$ cat src/rtl/mul8_pkg.sv
// mul8_pkg: shared widths, derived constants and FSM state type for the
// sequential 8x8 shift-and-add multiplier (mul8_seq_ctrl, mul8_row).
package mul8_pkg;

    // Operand and product widths
    localparam int MUL_W     = 8;
    localparam int PROD_W    = 16;

    // Width of a partial-product row index (rows 0..MUL_W-1)
    localparam int ROW_IDX_W = $clog2(MUL_W);

    // Row counter width: one extra bit so it can reach MUL_W after the last step
    localparam int CNT_W     = ROW_IDX_W + 1;

    // Controller states
    typedef enum logic [1:0] {
        IDLE = 2'b00,
        CALC = 2'b01,
        DONE = 2'b10
    } state_t;

    // Number of CALC cycles needed for a full operand at a given row rate
    function automatic int calc_cycles(input int rows_per_cycle);
        return MUL_W / rows_per_cycle;
    endfunction

endpackage

$ cat src/rtl/mul8_row.sv
// mul8_row: one shifted partial-product row, (a AND {8{b_bit}}) << row,
// zero-extended to the product width.
module mul8_row
    import mul8_pkg::*;
(
    input  logic [MUL_W-1:0]     a_val,
    input  logic                 b_bit,
    input  logic [ROW_IDX_W-1:0] row,
    output logic [PROD_W-1:0]    row_val
);

    logic [PROD_W-1:0] gated;

    // Gate the multiplicand by the multiplier bit, then weight it by the row position
    always_comb begin
        gated   = {{(PROD_W-MUL_W){1'b0}}, a_val & {MUL_W{b_bit}}};
        row_val = gated << row;
    end

endmodule

$ cat src/rtl/mul8_seq_ctrl.sv
// mul8_seq_ctrl: sequential unsigned 8x8 multiplier. Accepts an operand pair
// in IDLE, accumulates ROWS_PER_CYCLE partial-product rows per CALC cycle,
// then presents the registered product on y with a one-cycle done pulse.
// Optional feature macro: MUL8_EARLY_EXIT_EN -- finish as soon as no set
// multiplier bits remain above the rows already accumulated.
module mul8_seq_ctrl
    import mul8_pkg::*;
#(
    parameter int ROWS_PER_CYCLE = 1   // legal values: 1, 2, 4
) (
    input  logic              clk,
    input  logic              rst,
    input  logic              start,
    input  logic [MUL_W-1:0]  a,
    input  logic [MUL_W-1:0]  b,
    output logic              busy,
    output logic              done,
    output logic [PROD_W-1:0] y
);

    // Counter step per CALC cycle and the row index that starts the final step
    localparam logic [CNT_W-1:0] STEP     = CNT_W'(ROWS_PER_CYCLE);
    localparam logic [CNT_W-1:0] LAST_IDX = CNT_W'(MUL_W - ROWS_PER_CYCLE);

    state_t            state;
    state_t            state_next;
    logic [MUL_W-1:0]  a_reg;
    logic [MUL_W-1:0]  b_reg;
    logic [PROD_W-1:0] acc;
    logic [PROD_W-1:0] acc_next;
    logic [CNT_W-1:0]  row_idx;
    logic [PROD_W-1:0] rows [ROWS_PER_CYCLE];
    logic              finish;

    // One row generator per row handled in a cycle, at offsets row_idx + i
    for (genvar i = 0; i < ROWS_PER_CYCLE; i++) begin : g_row
        logic [ROW_IDX_W-1:0] row_sel;

        assign row_sel = row_idx[ROW_IDX_W-1:0] + ROW_IDX_W'(i);

        mul8_row u_row (
            .a_val   (a_reg),
            .b_bit   (b_reg[row_sel]),
            .row     (row_sel),
            .row_val (rows[i])
        );
    end

    // Sum of the accumulator and every row produced this cycle
    always_comb begin
        // NOTE: blocking assignments are right here: each loop pass builds on the previous partial sum within the same evaluation.
        acc_next = acc;
        for (int i = 0; i < ROWS_PER_CYCLE; i++) begin
            acc_next = acc_next + rows[i];
        end
    end

`ifdef MUL8_EARLY_EXIT_EN
    logic [CNT_W-1:0] row_end;

    // The sum is final once no multiplier bit at or above the next row is set
    assign row_end = row_idx + STEP;
    assign finish  = (row_idx == LAST_IDX) || ((b_reg >> row_end) == '0);
`else
    // Fixed latency: finish only on the step that covers row MUL_W-1
    assign finish  = (row_idx == LAST_IDX);
`endif

    // State register
    always_ff @(posedge clk or posedge rst) begin
        // NOTE: non-blocking assignments for all clocked state so every register samples pre-edge values.
        if (rst) begin
            state <= IDLE;
        end else begin
            state <= state_next;
        end
    end

    // Next-state and status outputs, decoded from the state register only
    always_comb begin
        // NOTE: every output of this block gets a default first, so no path can infer a latch.
        state_next = state;
        busy       = 1'b0;
        done       = 1'b0;
        unique case (state)
            IDLE: begin
                if (start) begin
                    state_next = CALC;
                end
            end
            CALC: begin
                busy = 1'b1;
                if (finish) begin
                    state_next = DONE;
                end
            end
            DONE: begin
                done       = 1'b1;
                state_next = IDLE;
            end
            default: begin
                state_next = IDLE;
            end
        endcase
    end

    // Operand capture, accumulation, row counter and product register
    always_ff @(posedge clk or posedge rst) begin
        if (rst) begin
            a_reg   <= '0;
            b_reg   <= '0;
            acc     <= '0;
            row_idx <= '0;
            y       <= '0;
        end else begin
            case (state)
                IDLE: begin
                    if (start) begin
                        a_reg   <= a;
                        b_reg   <= b;
                        acc     <= '0;
                        row_idx <= '0;
                    end
                end
                CALC: begin
                    acc     <= acc_next;
                    row_idx <= row_idx + STEP;
                    if (finish) begin
                        y <= acc_next;
                    end
                end
                default: begin
                end
            endcase
        end
    end

endmodule
$ cat config.mk
export PLATFORM = sky130hd
export DESIGN_NAME = mul8_seq_ctrl
export DESIGN_NICKNAME = d
export VERILOG_FILES = /design/src/rtl/mul8_pkg.sv /design/src/rtl/mul8_row.sv /design/src/rtl/mul8_seq_ctrl.sv
export SDC_FILE = /design/constraint.sdc
export NUM_CORES = 1
export LEC_CHECK = 0
export ABC_AREA = 1
export BUFFER_PORTS_ARGS = -buffer_cell sky130_fd_sc_hd__buf_4
export CORE_AREA = 2 2 98 76
export CTS_CLUSTER_DIAMETER = 40
export DETAILED_ROUTE_END_ITERATION = 8
export DIE_AREA = 0 0 100 78
export PLACE_DENSITY_LB_ADDON = 0.25
export SETUP_SLACK_MARGIN = 0.15
export SKIP_CTS_REPAIR_TIMING = 1
export SKIP_LAST_GASP = 1
export SYNTH_ARGS = -nofsm -noshare
export SYNTH_HDL_FRONTEND = slang
export SYNTH_SLANG_ARGS = --single-unit
$ cat constraint.sdc
create_clock -name clk -period 6.5 [get_ports clk]
set_input_delay 0 -clock clk [delete_from_list [all_inputs] [get_ports clk]]
set_output_delay 0 -clock clk [all_outputs]
set_load 0.005 [all_outputs]
==> results of run 1 <==
==> logic make-up (layout without fill, tap and decap cells) <==
kind of cell	count (synthesis)	in the layout	synth area share [%]
fa+ha+maj	18	18	7.00
xor+xnor	8	8	2.11
mux	1	1	0.301
buf+inv	54	100	6.96
simple gates	274	274	36.3
flops	54	54	40.6
compound gates	43	43	6.77
==> cells in the mapped netlist (4+ instances only) <==
master / instances / area [um^2]
nor2_1: 27 / 101
clkbuf_1: 5 / 18.8
xnor2_1: 4 / 35.0
xor2_1: 4 / 35.0
o21ai_0: 25 / 125
nand2_1: 159 / 597
nand3_1: 53 / 265
a21oi_1: 10 / 50.1
nand4_1: 16 / 100
dfrtp_1: 54 / 1350
buf_2: 6 / 30.0
ha_1: 17 / 213
inv_1: 32 / 120
nand3b_1: 4 / 30.0
nand3_2: 5 / 50.1
o21ai_1: 4 / 20.0
==> final cells by class <==
type	count	area [um^2]
inverters	37	141
flip-flops and latches	54	1350
clock inverters	2	13.8
repair buffers	56	463
multi-input cells	344	1740
clock buffers	5	68.8
well taps	84	105
fillers	677	2880
==> power breakdown <==
group	switching (mW)	total, mW	internal, mW
Combinational	0.866	1.38	0.515
Clock	0.113	0.188	0.0749
Sequential	0.137	0.641	0.504
==> routing by layer <==
| metal | track usage, % | share of wire, % | up-vias |
|---|---|---|---|
| met5 | 0 | 0 | - |
| met4 | 4.66 | 0.75 | 0 |
| met3 | 3.42 | 3.6 | 6 |
| met2 | 34.1 | 42 | 55 |
| met1 | 34.6 | 53 | 1424 |
| li1 | - | - | 1565 |
==> how the worst max path moves through the flow <==
stage,cells after the start,end,start
after detailed placement,18,y[12],row_idx[1]
after CTS,18,y[12],row_idx[1]
after floorplan,20,acc[12],row_idx[0]
after global placement,18,y[12],row_idx[1]
after global routing,18,acc[12],row_idx[0]
final,18,y[12],row_idx[1]
==> critical path, delay by kind of cell (launching register included) <==
kind	cells	cell delay, ns
and+or+nand+nor	15	1.69
DFF	1	0.65
buffers and inverters	1	0.22
adders and majority gates	2	0.66
==> results.ini, run 1 <==
[layout]
layout_commonest_cell=nand2_1
largestRegisters=acc: 16 flops, y: 16 flops
final_cells=582
design_area_um2=3890
area_growth_pct=16.8
antenna_cells=0
nets=535
utilization_pct=57.5
layout_common_cells=159 x nand2_1, 54 x dfrtp_1, 53 x nand3_1
drive_gt1_share_pct=12.2

[critical_path]
required_ns=6.70
crit_chain=inv_2 > nand3_1 > nand3_2 > and2_4 > nand4_1 > nor2_1 > ha_1 > fa_1 > nand2_1 > nand3_1 > nand3_1 > nand2_1 > nand2_1 > nand2_1 > nand2_1 > nand3_1 > nand3_1 > nand2_1
r2r_setup_slack_ns=3.17
critPathKind=reg -> reg
arrival_ns=3.53
timing.rr.start=row_idx[1]
reg2reg_depth=18
slowest_delay_ns=0.65
crit_path_max_fanout=15
worstSetupEndpointType=flop
crit_path_top_delay_cell=dfrtp_1
critical_path.startpoint_type=flop
critPathMostFrequentCell=nand2_1
r2r_end=y[12]

[global_route]
grt_pass1_wl_mm=14.3
gr-total-overflow=0
antenna_found_initial=0
grt_max_degree=29
grt.total_usage_pct=22.7
grt_pass1_vias=3050

[hold_path]
hold-path-endpoint=a_reg[5]
hp-class=in -> reg
whs_path_depth=6
min_from=start

[timing]
setup_tns_ns=0
timing.hold.ws_ns=0.255
slew_violations=0
rsz0062_at_grt=false
worstMarginPinSlew_ns=0.868
period_minus_slack_ns=3.33
setup_viol=0
relSlewSlack_pct=42.1
clock.fmax_mhz=300
layout_setup_ws_ns=3.17
finalCritPeriodShare_pct=51.3
finalHoldViolCount=0
fin_skew_ns=0.0105

[detailed_routing]
first_iter_violations=147
dr.pass1.iters=4
wirelength_mm=8.22
drc_errors=0
via_per_inst=5.24
num_vias=3050
ant_nets=0
wl_per_cell_um=14.1

[clock_network]
insertion_delay_ns=0.31
clockBufferDepth=2
cts_tree=done
h-tree-depth=2
cts.clk_slew.worst_paths_ns=0.10
cts_root_buf=clkbuf_8
clock_sinks=54
cts_buffers=5

[die]
die_height_um=78
core_area_um2=6770
die_x_um=100
start_util_pct=49.2
die-area_um2=7800
num_io_pins=37
rows=26

[logic_synthesis]
avgSynthCellArea_um2=7.36
ys_seq_area_share_pct=40.6
ys_ff_latch=54
synth_ff_type=dfrtp_1
syn_nets=489
syn_area_um2=3330
synth_cell_type_count=34
yosys_warnings=0
async_flop_share_pct=100
synth-edff-count=0
synth_cells=452

[status]
status=finished clean

[placement]
pre_cts_slack_ns=3.17
gp_congestion=0.927
port_buffers=36
place_area_um2=3630
dp.cells=558
hpwl_mm=6.13

[job]
max-cap-violations=0

[power_and_ir_drop]
power.total_mw=2.21
p_leak_nw=2.05
power_density_nw_per_um2=568
irDropWorstVdd_v=0.000245

Power figures use the tool's default switching activity.
==> inputs of run 2 (changes only) <==
Clock period 6.5 ns to 3 ns, I/O delays scaled along.
==> run 2 against run 1 <==
  * Fmax is 22% higher
  * Global-route usage is 0.58 points lower
  * Hold slack worse by 0.13 ns
  * Combinational power grew to 2.6 times the previous value
  * Critical endpoint is now y[11]
  * Highest routed layer unchanged
==> results.ini, run 2 (synthesis results as in run 1) <==
[layout]
nets=553
layout_commonest_cell=nand2_1
drive_gt1_share_pct=19.7
multi_input_area_um2=1840
largestRegisters=acc: 16 flops, y: 16 flops
regArea_um2=1350
antenna_cells=0
utilization_pct=61.6
layout_common_cells=153 x nand2_1, 55 x buf_4, 53 x dfrtp_1
area_growth_pct=25.4
final_cells=601
design_area_um2=4170
n_fill_cell=634

[critical_path]
arrival_ns=2.94
worstSetupEndpointType=flop
r2r_end=y[11]
required_ns=3.21
cp-startpoint=row_idx[0]
r2r_setup_slack_ns=0.27
critPathKind=reg -> reg
critical_path.startpoint_type=flop
timing.rr.start=row_idx[0]
crit_path_max_fanout=6
reg2reg_depth=17
endpoint=y[11]

[detailed_routing]
highest_layer=met4
dr.pass1.iters=6
wl_per_cell_um=14.2
drc_errors=0
ant_nets=0
wl_met2_mm=3.75
wirelength_mm=8.54
first_iter_violations=240
wl_met1_mm=4.17
num_vias=3208
wl_met3_um=520
via_per_inst=5.34

[power_and_ir_drop]
power_density_nw_per_um2=1300
power.total_mw=5.42
p_leak_nw=2.17
irDropWorstVdd_v=0.000603

[die]
die_height_um=78
num_io_pins=37
start_util_pct=49.2
die-area_um2=7800
die_x_um=100
rows=26
core_area_um2=6770

[timing]
relSlewSlack_pct=63.3
clock.fmax_mhz=366
setup_tns_ns=0
worstMarginPinSlew_ns=0.550
period_minus_slack_ns=2.73
fin_skew_ns=0.0144
finalHoldViolCount=0
slew_violations=0
timing.hold.ws_ns=0.124
setup_viol=0
rsz0062_at_grt=true
finalCritPeriodShare_pct=91.0
layout_setup_ws_ns=0.271

[clock_network]
clock_sinks=54
insertion_delay_ns=0.32
cts.clk_slew.worst_paths_ns=0.11
cts_buffers=5
cts_tree=done
h-tree-depth=2
cts_root_buf=clkbuf_8
clockBufferDepth=2

[status]
status=finished clean

[placement]
place_area_um2=3700
pre_cts_slack_ns=0.152
port_buffers=36
hpwl_mm=6.13
gp_congestion=0.960
dp.cells=567

[global_route]
grt_max_degree=32
grt_pass1_wl_mm=13.6
gr-total-overflow=0
antenna_found_initial=0
grt_pass1_vias=2877
grt.total_usage_pct=22.1

[job]
max-cap-violations=0

[hold_path]
hp-class=in -> reg

## run 2: changes by cell type in the layout (fill, tap and decap cells not counted), moves of 3 or more
cell     change
a21oi_1      -3
a21oi_2      +3
nand2_2      +6
nand2_1      -6
buf_4       +16
nand3_1      -4
nand3_2      +3
## run 2: how the worst min path moves through the flow
stage,endpoint,start,depth (start not counted)
2_1_floorplan,a_reg[6],a[6],2
3_3_place_gp,b_reg[7],rst,2
3_5_place_dp,b_reg[6],rst,2
4_1_cts,b_reg[3],rst,2
5_1_grt,a_reg[5],start,5
6_report,a_reg[6],start,5
## run 2: worst max-delay path, cell delays in order (launching register included)
cell     delay (ns)
dfrtp_2        0.47
buf_4          0.15
nand2_1        0.07
nand3_2        0.09
nand3_4        0.09
buf_4          0.15
nand4_1        0.16
nand3_2        0.15
nand3_1        0.07
nand2_1        0.06
ha_1           0.27
a21o_1         0.23
a21oi_2        0.17
buf_4          0.14
buf_4          0.09
nand3_1        0.09
nand3_1        0.10
nand2_1        0.05
## run 2: layout make-up
cell class | count | area share [%]
inverters | 37 | 3.45
repair buffers | 74 | 14.5
clock buffers | 6 | 1.98
multi-input cells | 344 | 44.2
well taps | 84 | 2.52
flip-flops and latches | 54 | 32.4
clock inverters | 2 | 0.930
## run 2: power by group
group          switching (mW)  total (mW)  internal (mW)
Clock                   0.266       0.542          0.275
Combinational            2.11        3.53           1.43
Sequential              0.248        1.34           1.09
Total                    2.62        5.42           2.80
## run 2: routing by layer
| metal | vias up | track usage, % |
|---|---|---|
| li1 | 1599 | - |
| met1 | 1487 | 33.3 |
| met2 | 108 | 32.8 |
| met3 | 14 | 3.33 |
| met4 | 0 | 6.71 |
| met5 | - | 0 |
==> inputs of run 3 (changes only) <==
Settings changed: PLACE_DENSITY_LB_ADDON 0.25 to 0.2.
Clock period 3 ns to 3.3 ns, I/O delays scaled along.
==> run 3 against run 2 <==
  * Die area did not move
  * Flip-flop and latch count is the same
  * Power shrank 17%
  * Non-clock buffer count decreased by 12
  * Critical endpoint is now y[12]
  * Largest power group unchanged
==> results.ini, run 3 (synthesis results as in run 1) <==
[die]
die_x_um=100
die_height_um=78
core_area_um2=6770
die-area_um2=7800
num_io_pins=37
start_util_pct=49.2
rows=26

[layout]
area_growth_pct=19.6
drive_gt1_share_pct=13.5
n_fill_cell=624
nets=541
largestRegisters=acc: 16 flops, y: 16 flops
layout_commonest_cell=nand2_1
antenna_cells=0
layout_common_cells=159 x nand2_1, 53 x nand3_1, 53 x dfrtp_1
design_area_um2=3980

[timing]
layout_setup_ws_ns=0.375
setup_viol=0
clock.fmax_mhz=342
rsz0062_at_grt=false
finalCritPeriodShare_pct=88.6
finalHoldViolCount=0
worstMarginPinSlew_ns=0.765
setup_tns_ns=0
fin_skew_ns=0.00472
relSlewSlack_pct=48.9
period_minus_slack_ns=2.93
slew_violations=0

[global_route]
grt_pass1_vias=2752
antenna_found_initial=0
grt_max_degree=36
use_met1_pct=34.7
grt_pass1_wl_mm=13.6
grt_use_met3_pct=3.06
grt.busiest_layer=met1
grt_use_met2_pct=30.9
gr-total-overflow=0
grt.total_usage_pct=21.7

[detailed_routing]
ant_nets=0
wl_per_cell_um=13.8
drc_errors=0
first_iter_violations=219
wirelength_mm=8.14
dr.pass1.iters=5
via_per_inst=5.28
num_vias=3108

[critical_path]
cp-startpoint=row_idx[0]
slowest_delay_ns=0.48
worstSetupEndpointType=flop
crit_chain=inv_6 > nand2_1 > nand3_1 > nand3_4 > and2_4 > nand4_1 > nor2_1 > ha_1 > fa_1 > nand2_1 > nand3_1 > nand3_1 > nand2_1 > nand2_1 > nand2_1 > nand2_1 > nand3_1 > nand3_1 > nand2_1
cp_top_family=simple AND/OR/NAND/NOR gates
crit_path_max_fanout=15
timing.rr.start=row_idx[0]
crit_path_top_delay_cell=dfrtp_2
critical_path.startpoint_type=flop
arrival_ns=3.13
critPathMostFrequentCell=nand2_1
critical_path_buf_inv_count=1
critPathKind=reg -> reg
required_ns=3.50

[power_and_ir_drop]
sequentialPowerShare_pct=27.1
p_int_mw=2.30
switchingPower_mw=2.21
power_frac_comb_pct=63.1
p_leak_nw=2.09
sw_frac_of_total_pct=49.0
pwr-share-clk_pct=9.9
irDropWorstVdd_v=0.000488
power_density_nw_per_um2=1130

[clock_network]
clock_sinks=54
clockBufferDepth=2
cts_tree=done
cts.clk_slew.worst_paths_ns=0.10
insertion_delay_ns=0.30
cts_root_buf=clkbuf_8
cts_buffers=5
h-tree-depth=2

[status]
status=finished clean

[placement]
hpwl_mm=6.00
gp_congestion=0.906
place_area_um2=3680
port_buffers=36
pre_cts_slack_ns=0.302

[hold_path]
hp-class=in -> reg
min_from=start

[job]
max-cap-violations=0

## run 3: cell types whose count changed in the layout (fill, tap and decap cells not counted), moves of 4 or more
cell	previous run	this run
buf_4	55	45
nand3_1	49	53
nand3_2	8	3
nand2_1	153	159
nand2_2	8	2
## run 3: metrics by stage
| step | power (mW) | hold WS (ns) | cells | utilization [%] |
|---|---|---|---|---|
| floorplan | 3.27 | 0.117 | 452 | - |
| global placement | 3.93 | 0.184 | 564 | 54.4 |
| detailed placement | 3.98 | 0.196 | 564 | 54.4 |
| CTS | 4.44 | -0.140 | 572 | 56.0 |
| global route | 4.97 | 0.182 | 589 | 58.8 |
| finish | 4.51 | 0.142 | 589 | 58.8 |
## run 3: path summary, 6_finish.rpt
| kind | cells after the start | end | slack, ns |
|---|---|---|---|
| worst max-delay path | 19 | y[12] | 0.37 |
| worst min-delay path | 5 | a_reg[2] | 0.14 |
| worst max register to register | 19 | y[12] | 0.37 |
| worst min register to register | 1 | row_idx[3] | 0.48 |
| max in group asynchronous | 4 | y[13] | 2.18 |
| min in group asynchronous | 3 | b_reg[7] | 0.39 |
## run 3: worst min-delay path, stage by stage
cell     delay (ns)
buf_4          0.11
nand2_1        0.07
nor2_2         0.11
nand2_1        0.08
nand2_1        0.04
## run 3: layer usage
layer,vias to the layer above,share of wire [%]
li1,1581,-
met1,1446,54
met2,71,41
met5,-,0
met4,0,0.91
met3,10,4.2
## run 3: layout make-up
class                           count  area, um^2  share of cell area [%]
Sequential cell                    54        1350                    34.0
Multi-Input combinational cell    344        1760                    44.3
Tap cell                           84         105                    2.64
Inverter                           37         144                    3.62
Clock inverter                      1        30.0                   0.755
Clock buffer                        7        76.3                    1.92
Timing Repair Buffer               62         508                    12.8
## run 3: power groups by stage
stage	Sequential, mW	Combinational, mW	Clock [mW]
4_1_cts	1.21	2.77	0.461
6_report	1.22	2.84	0.444
3_3_place_gp	1.22	2.71	0
3_5_place_dp	1.22	2.75	0
2_1_floorplan	1.17	2.10	0
5_1_grt	1.26	3.23	0.478
